## config.mk

```make
export PLATFORM = sky130hd
export DESIGN_NAME = cache_bus_arbiter
export DESIGN_NICKNAME = d
export VERILOG_FILES = /design/src/rtl/cache_bus_arbiter_pkg.sv /design/src/rtl/cache_bus_arbiter_rr_pick2.sv /design/src/rtl/cache_bus_arbiter.sv
export SDC_FILE = /design/constraint.sdc
export NUM_CORES = 1
export LEC_CHECK = 0
export ABC_AREA = 0
export BUFFER_PORTS_ARGS = -buffer_cell sky130_fd_sc_hd__buf_2
export CAP_MARGIN = 20
export CORE_AREA = 2 2 119 121
export CTS_CLUSTER_DIAMETER = 80
export DETAILED_ROUTE_END_ITERATION = 10
export DIE_AREA = 0 0 121 123
export PLACE_DENSITY = 0.48
export SLEW_MARGIN = 20
export SYNTH_ARGS = -nofsm -noshare
export SYNTH_HDL_FRONTEND = slang
export SYNTH_SLANG_ARGS = --single-unit
export TNS_END_PERCENT = 10
```

## constraint.sdc

```tcl
create_clock -name clk -period 2.57 [get_ports clk]
set_input_delay 0.1285 -clock clk [delete_from_list [all_inputs] [get_ports clk]]
set_output_delay 0.1285 -clock clk [all_outputs]
set_load 0.005 [all_outputs]
```

## src/rtl/cache_bus_arbiter_pkg.sv

```systemverilog
// Shared definitions for the cache bus arbiter.
// Contents:
//   bus_state_t - arbiter transaction phase (IDLE / ADDR / DATA)
//   SIZE_*      - transfer size codes carried on *_size
//   OWNER_*     - encoding of the owner / last-served registers
//   bus_req_t   - one master's request bundle (req, wr, size, addr, wdata)
package cache_bus_arbiter_pkg;

  typedef enum logic [1:0] {
    ST_IDLE = 2'd0,
    ST_ADDR = 2'd1,
    ST_DATA = 2'd2
  } bus_state_t;

  localparam logic [1:0] SIZE_BYTE = 2'd0;
  localparam logic [1:0] SIZE_HALF = 2'd1;
  localparam logic [1:0] SIZE_WORD = 2'd2;

  localparam logic OWNER_I = 1'b0;
  localparam logic OWNER_D = 1'b1;

  typedef struct packed {
    logic        req;
    logic        wr;
    logic [1:0]  size;
    logic [31:0] addr;
    logic [31:0] wdata;
  } bus_req_t;

endpackage

```

## src/rtl/cache_bus_arbiter_rr_pick2.sv

```systemverilog
// rr_pick2: two-input selector used for the IDLE grant decision.
// Ports:
//   req0  - request from master 0 (i-cache)
//   req1  - request from master 1 (d-cache)
//   last  - master served most recently (0 = master 0, 1 = master 1)
//   valid - at least one request present
//   grant - chosen master (0 = master 0, 1 = master 1); meaningful when valid
// Parameter RR: 1 = round-robin on contention, 0 = master 1 always wins.
module rr_pick2 #(
  parameter bit RR = 1'b1
) (
  input  logic req0,
  input  logic req1,
  input  logic last,
  output logic valid,
  output logic grant
);

  // Grant selection: contention resolved by RR policy, otherwise the lone requester.
  always_comb begin
    valid = req0 | req1;
    grant = 1'b0;
    if (req0 && req1) begin
      grant = RR ? ~last : 1'b1;
    end else if (req1) begin
      grant = 1'b1;
    end else begin
      grant = 1'b0;
    end
  end

endmodule

```

## src/rtl/cache_bus_arbiter.sv

```systemverilog
// cache_bus_arbiter: shares one bridge port (m_*) between the i-cache and
// d-cache request ports. One transaction in flight at a time; the owner's
// request fields are muxed combinationally onto m_*, and the bridge's
// accept / complete strobes are routed back to the owner only.
// Ports:
//   clk, rst                          - clock, asynchronous active-low reset
//   i_req/i_wr/i_size/i_addr/i_wdata  - i-cache request
//   i_rdata/i_addr_ok/i_data_ok       - i-cache response
//   d_*                               - d-cache port, same meaning as i_*
//   m_req/m_wr/m_size/m_addr/m_wdata  - request to the bridge
//   m_rdata/m_addr_ok/m_data_ok       - bridge response
// Parameter RR: 1 = round-robin on contention, 0 = d-cache priority.
module cache_bus_arbiter
  import cache_bus_arbiter_pkg::*;
#(
  parameter int RR = 1
) (
  input  logic        clk,
  input  logic        rst,
  input  logic        i_req,
  input  logic        i_wr,
  input  logic [1:0]  i_size,
  input  logic [31:0] i_addr,
  input  logic [31:0] i_wdata,
  output logic [31:0] i_rdata,
  output logic        i_addr_ok,
  output logic        i_data_ok,
  input  logic        d_req,
  input  logic        d_wr,
  input  logic [1:0]  d_size,
  input  logic [31:0] d_addr,
  input  logic [31:0] d_wdata,
  output logic [31:0] d_rdata,
  output logic        d_addr_ok,
  output logic        d_data_ok,
  output logic        m_req,
  output logic        m_wr,
  output logic [1:0]  m_size,
  output logic [31:0] m_addr,
  output logic [31:0] m_wdata,
  input  logic [31:0] m_rdata,
  input  logic        m_addr_ok,
  input  logic        m_data_ok
);

  bus_state_t state_r;
  bus_state_t state_next_s;
  logic       owner_r;
  logic       owner_next_s;
  logic       last_r;
  logic       last_next_s;

  bus_req_t   i_bus_s;
  bus_req_t   d_bus_s;
  bus_req_t   own_bus_s;
  logic       pick_valid_s;
  logic       pick_grant_s;
  logic       own_addr_ok_s;
  logic       own_data_ok_s;

  assign i_bus_s   = {i_req, i_wr, i_size, i_addr, i_wdata};
  assign d_bus_s   = {d_req, d_wr, d_size, d_addr, d_wdata};
  assign own_bus_s = (owner_r == OWNER_D) ? d_bus_s : i_bus_s;

  // Read data is broadcast; only data_ok tells a master it is valid.
  assign i_rdata = m_rdata;
  assign d_rdata = m_rdata;

  // Strobes go to the owner only, so a waiting master never sees a stray ack.
  assign i_addr_ok = own_addr_ok_s & (owner_r == OWNER_I);
  assign i_data_ok = own_data_ok_s & (owner_r == OWNER_I);
  assign d_addr_ok = own_addr_ok_s & (owner_r == OWNER_D);
  assign d_data_ok = own_data_ok_s & (owner_r == OWNER_D);

  rr_pick2 #(
    .RR (RR != 0)
  ) u_pick (
    .req0  (i_req),
    .req1  (d_req),
    .last  (last_r),
    .valid (pick_valid_s),
    .grant (pick_grant_s)
  );

  // State, owner and last-served registers; reset leaves i-cache first in line.
  always_ff @(posedge clk or negedge rst) begin
    if (!rst) begin
      state_r <= ST_IDLE;
      owner_r <= OWNER_I;
      last_r  <= OWNER_D;
    end else begin
      state_r <= state_next_s;
      owner_r <= owner_next_s;
      last_r  <= last_next_s;
    end
  end

  // Next-state logic and bridge-side request mux.
  always_comb begin
    state_next_s  = state_r;
    owner_next_s  = owner_r;
    last_next_s   = last_r;
    m_req         = 1'b0;
    m_wr          = 1'b0;
    m_size        = 2'd0;
    m_addr        = 32'd0;
    m_wdata       = 32'd0;
    own_addr_ok_s = 1'b0;
    own_data_ok_s = 1'b0;

    case (state_r)
      ST_IDLE: begin
        if (pick_valid_s) begin
          owner_next_s = pick_grant_s;
          state_next_s = ST_ADDR;
        end else begin
          state_next_s = ST_IDLE;
        end
      end

      ST_ADDR: begin
        m_req   = own_bus_s.req;
        m_wr    = own_bus_s.wr;
        m_size  = own_bus_s.size;
        m_addr  = own_bus_s.addr;
        m_wdata = own_bus_s.wdata;
        if (m_addr_ok) begin
          own_addr_ok_s = 1'b1;
          if (m_data_ok) begin
            // Accept and complete in one cycle: finish the transfer now.
            own_data_ok_s = 1'b1;
            last_next_s   = owner_r;
            state_next_s  = ST_IDLE;
          end else begin
            state_next_s = ST_DATA;
          end
        end else if (!own_bus_s.req) begin
          // Owner withdrew before acceptance: nothing reached the bridge.
          state_next_s = ST_IDLE;
        end else begin
          state_next_s = ST_ADDR;
        end
      end

      ST_DATA: begin
        // Request fields stay on the owner; m_req is low once accepted.
        m_wr    = own_bus_s.wr;
        m_size  = own_bus_s.size;
        m_addr  = own_bus_s.addr;
        m_wdata = own_bus_s.wdata;
        if (m_data_ok) begin
          own_data_ok_s = 1'b1;
          last_next_s   = owner_r;
          state_next_s  = ST_IDLE;
        end else begin
          state_next_s = ST_DATA;
        end
      end

      default: begin
        state_next_s = ST_IDLE;
      end
    endcase
  end

endmodule

```

==> results of run 1 <==
## timing repair
| item | in CTS | in global routing |
|---|---|---|
| hold buffers | 1 | 0 |
| setup buffers | 0 | 0 |
| hold endpoints to repair | 4 | 0 |
## layout by cell type, fill, tap and decap left out, drive strengths merged
cell / netlist / routed
dfstp: 1 / 1
buf: 72 / 214
o2bb2ai: 1 / 1
inv: 2 / 2
nor2: 2 / 2
dfrtp: 3 / 3
dlygate4sd3: 0 / 1
clkbuf: 7 / 4
o21ai: 1 / 1
nand2: 5 / 5
a32o: 1 / 1
and3: 1 / 1
nor2b: 68 / 68
a21oi: 1 / 1
mux2: 2 / 2
nor3b: 1 / 1
ha: 5 / 5
nor3: 2 / 2
mux2i: 68 / 68
## kinds of logic after synthesis
kind of cell / count (synthesis) / synth area share (%)
compound gates: 4 / 1.46
fa+ha+maj: 5 / 3.18
buf+inv: 81 / 30.2
flops: 4 / 5.15
mux: 70 / 35.7
simple gates: 79 / 24.3
## per-layer routing
layer,global-route usage [%],up-vias
met2,13.9,118
met4,3.27,0
met3,1.01,25
met1,7.36,921
li1,-,1016
met5,0,-
## final cells by class
type | count | area [µm²]
tap | 180 | 225
inverter | 2 | 7.51
multi-input combinational | 158 | 1270
sequential | 4 | 105
fill | 1528 | 10800
clock buffer | 4 | 78.8
timing repair buffer | 215 | 1100
## flip-flops by register name (all words and copies together), names as in the netlist
register and flops:
last_r 1, owner_r 1, state_r 2
## stage by stage
step	hold slack, ns	power, mW	area (µm²)
floorplan	-0.167	1.66	1970
global placement	-0.0609	2.28	2700
detailed placement	-0.0561	2.32	2700
CTS	0.0957	2.58	2790
global route	0.103	2.77	2790
finish	0.0937	2.53	2790
## power by group
part / total [mW] / leakage [nW] / internal, mW / switching [mW]
Combinational: 2.05 / 1.57 / 1.15 / 0.892
Sequential: 0.237 / 0.0468 / 0.101 / 0.136
Clock: 0.250 / 0.0382 / 0.205 / 0.0450
## how the worst max path moves through the flow
stage / startpoint / end / slack (ns) / cells past startpoint
after global placement: owner_r / m_addr[5] / 0.91 / 4
final: owner_r / m_wdata[11] / 0.67 / 4
after floorplan: state_r[0] / m_addr[11] / 1.14 / 5
after global routing: owner_r / m_wdata[12] / 0.52 / 4
after detailed placement: owner_r / m_addr[3] / 0.86 / 4
after CTS: owner_r / m_addr[3] / 0.62 / 4
==> out/qor.yml, run 1 <==
met3_wirelength_um: 615
avgViaCountPerCell: 3.69
setup-tns-final_ns: 0
port-buffer-count: 211
ys_types: 22
route.detailed.wl_per_inst_um: 10.9
ys_top_cells_by_area: "mux2i_1, buf_4, nor2b_1"
ys_seq_area_share_pct: 5.15
cts_repair_resize_count: 0
crit-reg2reg-launch: "state_r[1]"
wire_length_on_met1_um: 2220
first_global_vias: 1950
critical_path_peak_fanout: 42
cts_inserted_buffers: 3
yosysTopAreaCellShare_pct: 34.6
final-setup-viol-count: 0
die-height_um: 123
holdCritPathClass: "input port to flop"
via_count: 2080
antenna_cells_inserted: 0
yosysMostFrequentCell: "mux2i_1"
tritoncts_clock_tree: "done"
postLayoutSetupSlackWorst_ns: 0.673
hpwlAfterDp_um: 5360
timing.rr.end: "last_r"
worstSetupStartpointType: "flop"
largest_stage_delay_worst_path_ns: 0.75
hold_path_startpoint: "m_data_ok"
worst_path_max_delay_cell: "dfrtp_4"
dpl.cell_count: 558
slew_violations: 0
finalHoldViolCount: 0
max_cap_viol_count: 0
synth_fp_nets: 420
ys_ff_latch: 4
floorplan.initialDensity_pct: 14.5
core_region_area_um2: 13600
synth.cells.most_frequent: "mux2i_1, nor2b_1, buf_4"
power_density_nw_per_um2: 908
number_of_placed_i_o_pins: 308
layout.core_utilization_pct: 20.5
synth-edff-count: 0
finalCritPeriodShare_pct: 73.8
flip_flop_cell_with_the_highest_count_after_synthesis: "dfrtp_1"
timing.critical_path.max_delay_family: "flip-flops"
gp_routability_congestion: 0.812
cp_num_buf_inv: 2
clock-sinks: 4
dr_wl_met2_um: 3190
detail_route.wirelength_um: 6160
clk_root_buffer_cell: "clkbuf_16"
grt_max_degree: 43
fin_nets: 561
floorplan.die_area_um2: 14900
outcome: "complete, no violations"
worst_clock_skew_ns: 0.00386
shortest_clock_period_the_worst_path_allows_after_layout_ns: 1.90
grt_antenna_before_repair: 0
insertion_delay_ns: 0.23
clock.fmax_mhz: 527
clockBufferDepth: 2
critical_path_arrival_ns: 1.77
worst_hold_path.num_cells: 2
post_synth.cell_area_avg_um2: 8.10
top_signal_layer_used: "met4"
worst_setup_path_end_kind: "primary output"
critPathKind: "flop to primary output"
p_leak_nw: 1.65
synthesis.yosys.warnings: 0
asyncSetResetFlopFracSynth_pct: 100
min_delay_worst_endpoint: "state_r[1]"
ant_nets: 0
synth_area_um2: 1970
tightest_slew_ns: 0.538
grt_use_total_pct: 7.08
core.rowCount: 43
globalRouteOverflowTotal: 0
areaGrowthSynthToFinish_pct: 41.7
drt-initial-drc-count: 28
drc_errors: 0
minimum_setup_slack_after_placement_ns: 0.857
syn-instance-count: 243
timing.reg2reg.worst_path_depth: 5
htreeDepth: 1
max-vdd-ir-drop_mv: 0.416
clkTransAtPathRegs_ns: 0.03
layout-drive-gt1-share_pct: 58.0
grt_pass1_wl_um: 8630
max-slew-margin-rel_pct: 64.1
crit_path_cells: "buf_12 > mux2i_1 > nor2b_1 > buf_2"
reg2reg_slack_ns: 1.07
synth.largest_area_cell: "mux2i_1"
cp_data_required_time_ns: 2.44
rsz0062_at_grt: "false"
drt_first_pass_iters: 3
die_x_um: 121
post_layout_nonfiller_instances: 563
Power figures use the tool's default switching activity.
==> run 2: changes to the inputs <==
Settings changed: CORE_AREA 2 2 119 121 to 2 2 118 120, DIE_AREA 0 0 121 123 to 0 0 120 122, PLACE_DENSITY 0.48 to 0.51.
Clock period 2.57 ns to 1.7 ns, I/O delays scaled along.
==> out/qor.yml, run 2 (synthesized netlist as in run 1, its figures left out) <==
areaGrowthSynthToFinish_pct: 52.1
die_x_um: 120  # -0.83%
post_layout_nonfiller_instances: 573  # +1.8%
avgViaCountPerCell: 3.56  # -3.5%
setup-tns-final_ns: 0  # unchanged
worst_setup_path_end_kind: "primary output"
reg2reg_slack_ns: 0.22  # -0.85 ns
tritoncts_clock_tree: "done"
port-buffer-count: 211  # unchanged
worst_hold_path.num_cells: 2  # unchanged
detail_route.wirelength_um: 6620  # +7.5%
worst_clock_skew_ns: 0.00421  # +0.000356 ns
final_instance_area_um2: 3000  # +7.4%
via_count: 2042  # -1.8%
regMostFlops: "state_r"
reg_top3: "state_r (2), last_r (1), owner_r (1)"
layout.cells.most_common_list: "buf_2, mux2i_1, nor2b_1"
switching_power_summed_over_all_nets_mw: 1.90  # +77%
layout-drive-gt1-share_pct: 60.1  # +2.1 points
core_region_area_um2: 13500  # -0.79%
hpwlAfterDp_um: 4790  # -11%
clockBufferDepth: 2  # unchanged
layout.core_utilization_pct: 22.2  # +1.7 points
finalCritPeriodShare_pct: 95.8
critical_path_arrival_ns: 1.54  # -0.23 ns
worstSetupStartpointType: "flop"
fin_nets: 571  # +1.8%
grt_max_degree: 38  # -12%
htreeDepth: 1  # unchanged
drc_errors: 0  # unchanged
timing.rr.end: "last_r"
gr-max-usage-layer: "met2"
cts_inserted_buffers: 3  # unchanged
antenna_cells_inserted: 0  # unchanged
floorplan.die_area_um2: 14600  # -1.6%
number_of_placed_i_o_pins: 308  # unchanged
tightest_slew_ns: 0.268  # -0.270 ns
clock-sinks: 4  # unchanged
slew_violations: 0  # unchanged
grt_util_met3_pct: 1.40  # +0.39 points
critical_path_peak_fanout: 9  # -79%
globalRouteMet2Util_pct: 12.1  # -1.8 points
switching_power_share_of_the_total_pct: 40.5  # -1.9 points
combPwrFrac_pct: 87.6  # +6.8 points
floorplan.initialDensity_pct: 14.6  # +0.12 points
grt_pass1_wl_um: 7930  # -8.1%
dpl.cell_count: 559  # +0.18%
hold_path_startpoint: "m_data_ok"
core.rowCount: 43  # unchanged
critPathKind: "flop to primary output"
crit-reg2reg-launch: "state_r[1]"
grt_use_total_pct: 6.52  # -0.56 points
ant_nets: 0  # unchanged
globalRouteOverflowTotal: 0  # unchanged
shortest_clock_period_the_worst_path_allows_after_layout_ns: 1.63
drt-initial-drc-count: 29  # +3.6%
layout_commonest_cell: "buf_2"
grt_antenna_before_repair: 0  # unchanged
p_clk_share_pct: 8.1  # -1.8 points
max-vdd-ir-drop_mv: 0.676  # +63%
route.detailed.wl_per_inst_um: 11.6  # +5.6%
clkTransAtPathRegs_ns: 0.03  # about the same
first_global_vias: 1793  # -8.1%
clk_root_buffer_cell: "clkbuf_16"
die-height_um: 122  # -0.81%
insertion_delay_ns: 0.23  # about the same
power.sequential.fraction_pct: 4.4  # -5.0 points
power_density_nw_per_um2: 1570  # +73%
min_delay_worst_endpoint: "state_r[1]"
outcome: "complete, no violations"
timing.reg2reg.worst_path_depth: 5  # unchanged
drt_first_pass_iters: 4  # +1
fill_cells: 1517  # -0.72%
max-slew-margin-rel_pct: 82.1  # +18 points
cp_data_required_time_ns: 1.62  # -0.82 ns
p_leak_nw: 1.75  # +5.7%
holdCritPathClass: "input port to flop"
max_cap_viol_count: 0  # unchanged
clock.fmax_mhz: 614
final.hold.worst_slack_ns: 0.0751  # -0.0186 ns
placed_area_um2: 2750  # +1.8%
final-setup-viol-count: 0  # unchanged
internal_power_mw: 2.80  # +92%
global_route.usage.met1_pct: 6.83  # -0.53 points
gp_routability_congestion: 0.773  # -4.8%
finalHoldViolCount: 0  # unchanged
largest_reg_flops: 2  # unchanged
==> run 2: changes by cell type in the layout (fill, tap and decap cells not counted), sizes merged <==
cell    delta
clkbuf     +4
buf        +6
==> run 2: metal layers <==
metal  wire [µm]  vias up
met5           0        -
met4         184        0
met3         586       26
met2        3440      117
met1        2410      862
li1            -     1037
==> run 2: area by class of cell <==
class,count,area [µm²],share of cell area (%)
inverter,2,7.51,0.251
multi-input combinational,158,1290,43.0
tap,180,225,7.52
sequential,4,105,3.51
timing repair buffer,225,1290,43.1
clock buffer,4,78.8,2.63
==> run 2: timing repair <==
| item | 4_1_cts | 5_1_grt |
|---|---|---|
| pin swaps | 0 | 1 |
| endpoints found under the hold margin | 4 | 0 |
| setup buffers | 0 | 4 |
| resized for setup | 1 | 5 |
| hold buffers | 1 | 0 |
| setup endpoints to repair | 1 | 3 |
| cloned | 0 | 5 |
==> run 2: worst max path at each step <==
| stage | slack (ns) | startpoint | depth (start not counted) | to |
|---|---|---|---|---|
| 2_1_floorplan | 0.29 | state_r[1] | 5 | last_r |
| 3_3_place_gp | 0.24 | state_r[1] | 5 | last_r |
| 3_5_place_dp | 0.24 | state_r[1] | 5 | m_addr[4] |
| 4_1_cts | 0.09 | state_r[1] | 5 | m_addr[4] |
| 5_1_grt | -0.02 | state_r[0] | 6 | m_wdata[26] |
| 6_report | 0.07 | state_r[0] | 6 | m_wdata[28] |
==> run 2: metrics by stage <==
stage / setup slack (ns) / power [mW]
floorplan: 0.293 / 2.51
global placement: 0.241 / 3.70
detailed placement: 0.237 / 3.68
CTS: 0.0881 / 4.12
global route: -0.0158 / 5.11
finish: 0.0722 / 4.70
==> run 2: critical path: stages, from the launching register on <==
cell	delay, ns
dfrtp_1	0.41
inv_2	0.07
ha_4	0.28
buf_4	0.15
buf_6	0.15
nor2b_1	0.13
buf_2	0.12
==> run 2: power groups by stage <==
stage | logic [mW] | registers (mW) | clock network (mW)
2_1_floorplan | 2.34 | 0.170 | 0
6_report | 4.12 | 0.205 | 0.380
5_1_grt | 4.49 | 0.215 | 0.398
3_3_place_gp | 3.50 | 0.201 | 0
4_1_cts | 3.53 | 0.201 | 0.387
3_5_place_dp | 3.48 | 0.200 | 0
==> run 3: changes to the inputs <==
Settings changed: CELL_PAD_IN_SITES_DETAIL_PLACEMENT from default to 1, CELL_PAD_IN_SITES_GLOBAL_PLACEMENT from default to 1, CORE_AREA 2 2 118 120 to 2 2 121 123, DIE_AREA 0 0 120 122 to 0 0 123 125, PLACE_DENSITY 0.51 to 0.74.
==> out/qor.yml, run 3 (synthesized netlist as in run 1, its figures left out) <==
outcome: "complete, no violations"
drt_first_pass_iters: 3  # -1
clkTransAtPathRegs_ns: 0.03  # about the same
shortest_clock_period_the_worst_path_allows_after_layout_ns: 1.57  # -0.0543 ns
areaGrowthSynthToFinish_pct: 45.7
floorplan.initialDensity_pct: 13.9  # -0.72 points
die-height_um: 125  # +2.5%
route.detailed.wl_per_inst_um: 11.7  # +1.4%
ant_nets: 0  # unchanged
grt_pass1_wl_um: 9720  # +23%
drt-initial-drc-count: 29  # unchanged
via_count: 2113  # +3.5%
worstSetupStartpointType: "flop"
power_density_nw_per_um2: 1420  # -9.4%
gp_routability_congestion: 0.754  # -2.4%
finalHoldViolCount: 0  # unchanged
grt_antenna_before_repair: 0  # unchanged
number_of_placed_i_o_pins: 308  # unchanged
drc_errors: 0  # unchanged
holdCritPathClass: "input port to flop"
critical_path_peak_fanout: 7  # -2
insertion_delay_ns: 0.23  # about the same
p_leak_nw: 1.69  # -3.5%
final-setup-viol-count: 0  # unchanged
htreeDepth: 1  # unchanged
layout_commonest_cell: "buf_2"
avgViaCountPerCell: 3.69  # +3.7%
max-vdd-ir-drop_mv: 1.06  # +57%
tritoncts_clock_tree: "done"
reg_top3: "state_r (2), last_r (1), owner_r (1)"
cp_data_required_time_ns: 1.62  # about the same
clock.fmax_mhz: 636  # +3.4%
antenna_cells_inserted: 0  # unchanged
die_x_um: 123  # +2.5%
worst_setup_path_end_kind: "primary output"
core.rowCount: 44  # +2.3%
first_global_vias: 2094  # +17%
cts_inserted_buffers: 3  # unchanged
clk_root_buffer_cell: "clkbuf_16"
grt_use_total_pct: 7.72  # +1.2 points
slew_violations: 0  # unchanged
max_cap_viol_count: 0  # unchanged
core_region_area_um2: 14200  # +5.2%
clock-sinks: 4  # unchanged
floorplan.die_area_um2: 15400  # +5.0%
clockBufferDepth: 2  # unchanged
finalCritPeriodShare_pct: 92.6  # -3.2 points
hpwlAfterDp_um: 5720  # +19%
critical_path_arrival_ns: 1.49  # -0.05 ns
worst_clock_skew_ns: 0.00346  # -0.000749 ns
critPathKind: "flop to primary output"
grt_max_degree: 47  # +24%
max-slew-margin-rel_pct: 77.7  # -4.4 points
regMostFlops: "state_r"
total_power_mw: 4.08  # -13%
layout-drive-gt1-share_pct: 59.3  # -0.77 points
final.hold.worst_slack_ns: 0.0729  # -0.00222 ns
tightest_slew_ns: 0.335  # +0.0662 ns
globalRouteOverflowTotal: 0  # unchanged
port-buffer-count: 211  # unchanged
detail_route.wirelength_um: 6710  # +1.3%
largest_reg_flops: 2  # unchanged
fin_nets: 566  # -0.88%
fill_cells: 1804  # +19%
layout.cells.most_common_list: "buf_2, mux2i_1, nor2b_1"
[run 3: worst max-delay path, cell delays in order, from the launching register on]
cell	delay, ns
dfrtp_1	0.37
inv_2	0.08
ha_4	0.29
buf_4	0.14
nand2_1	0.08
nor3b_1	0.16
buf_2	0.14
[run 3: layout make-up]
| cell class | instances | area, µm² | area share [%] |
|---|---|---|---|
| repair buffers | 220 | 1160 | 40.5 |
| clock buffers | 4 | 78.8 | 2.75 |
| flip-flops and latches | 4 | 105 | 3.66 |
| inverters | 2 | 7.51 | 0.262 |
| multi-input cells | 158 | 1280 | 44.8 |
| well taps | 184 | 230 | 8.02 |
[run 3: repair_timing]
item,4_1_cts,5_1_grt
hold buffers,1,0
setup buffers,0,3
endpoints found under the hold margin,4,0
endpoints found under the setup margin,8,31
resized for setup,1,2
[run 3: worst paths after layout]
| check | startpoint | end | slack [ns] | cells after the start |
|---|---|---|---|---|
| worst max-delay path | state_r[0] | d_data_ok | 0.13 | 6 |
| worst min-delay path | m_data_ok | state_r[1] | 0.07 | 2 |
| worst min register to register | last_r | owner_r | 0.61 | 2 |
| max in group asynchronous | rst | last_r | 1.30 | 2 |
| worst max register to register | state_r[0] | last_r | 0.21 | 5 |
| min in group asynchronous | rst | state_r[0] | 0.19 | 2 |
[run 3: where the power goes]
| part | internal, mW | switching (mW) |
|---|---|---|
| Combinational | 1.93 | 1.58 |
| Sequential | 0.155 | 0.0417 |
| Clock | 0.310 | 0.0694 |
| Total | 2.39 | 1.69 |
[run 3: through the flow]
step | cell area (µm²) | setup TNS [ns] | utilization, % | cells | setup WS, ns
4_1_cts | 2850 | 0 | 20.0 | 569 | 0.0128
5_1_grt | 2870 | -0.00690 | 20.2 | 572 | -0.00690
3_3_place_gp | 2750 | 0 | 19.3 | 564 | 0.214
6_report | 2870 | 0 | 20.2 | 572 | 0.126
2_1_floorplan | 1970 | 0 | - | 243 | 0.293
3_5_place_dp | 2750 | 0 | 19.3 | 564 | 0.172
[run 3: metal layers]
metal,track usage (%),wire length (µm),vias to the layer above
li1,-,-,1027
met1,6.85,2110,920
met2,16.1,3550,144
met3,1.82,904,22
met4,2.81,141,0
met5,0,0,-
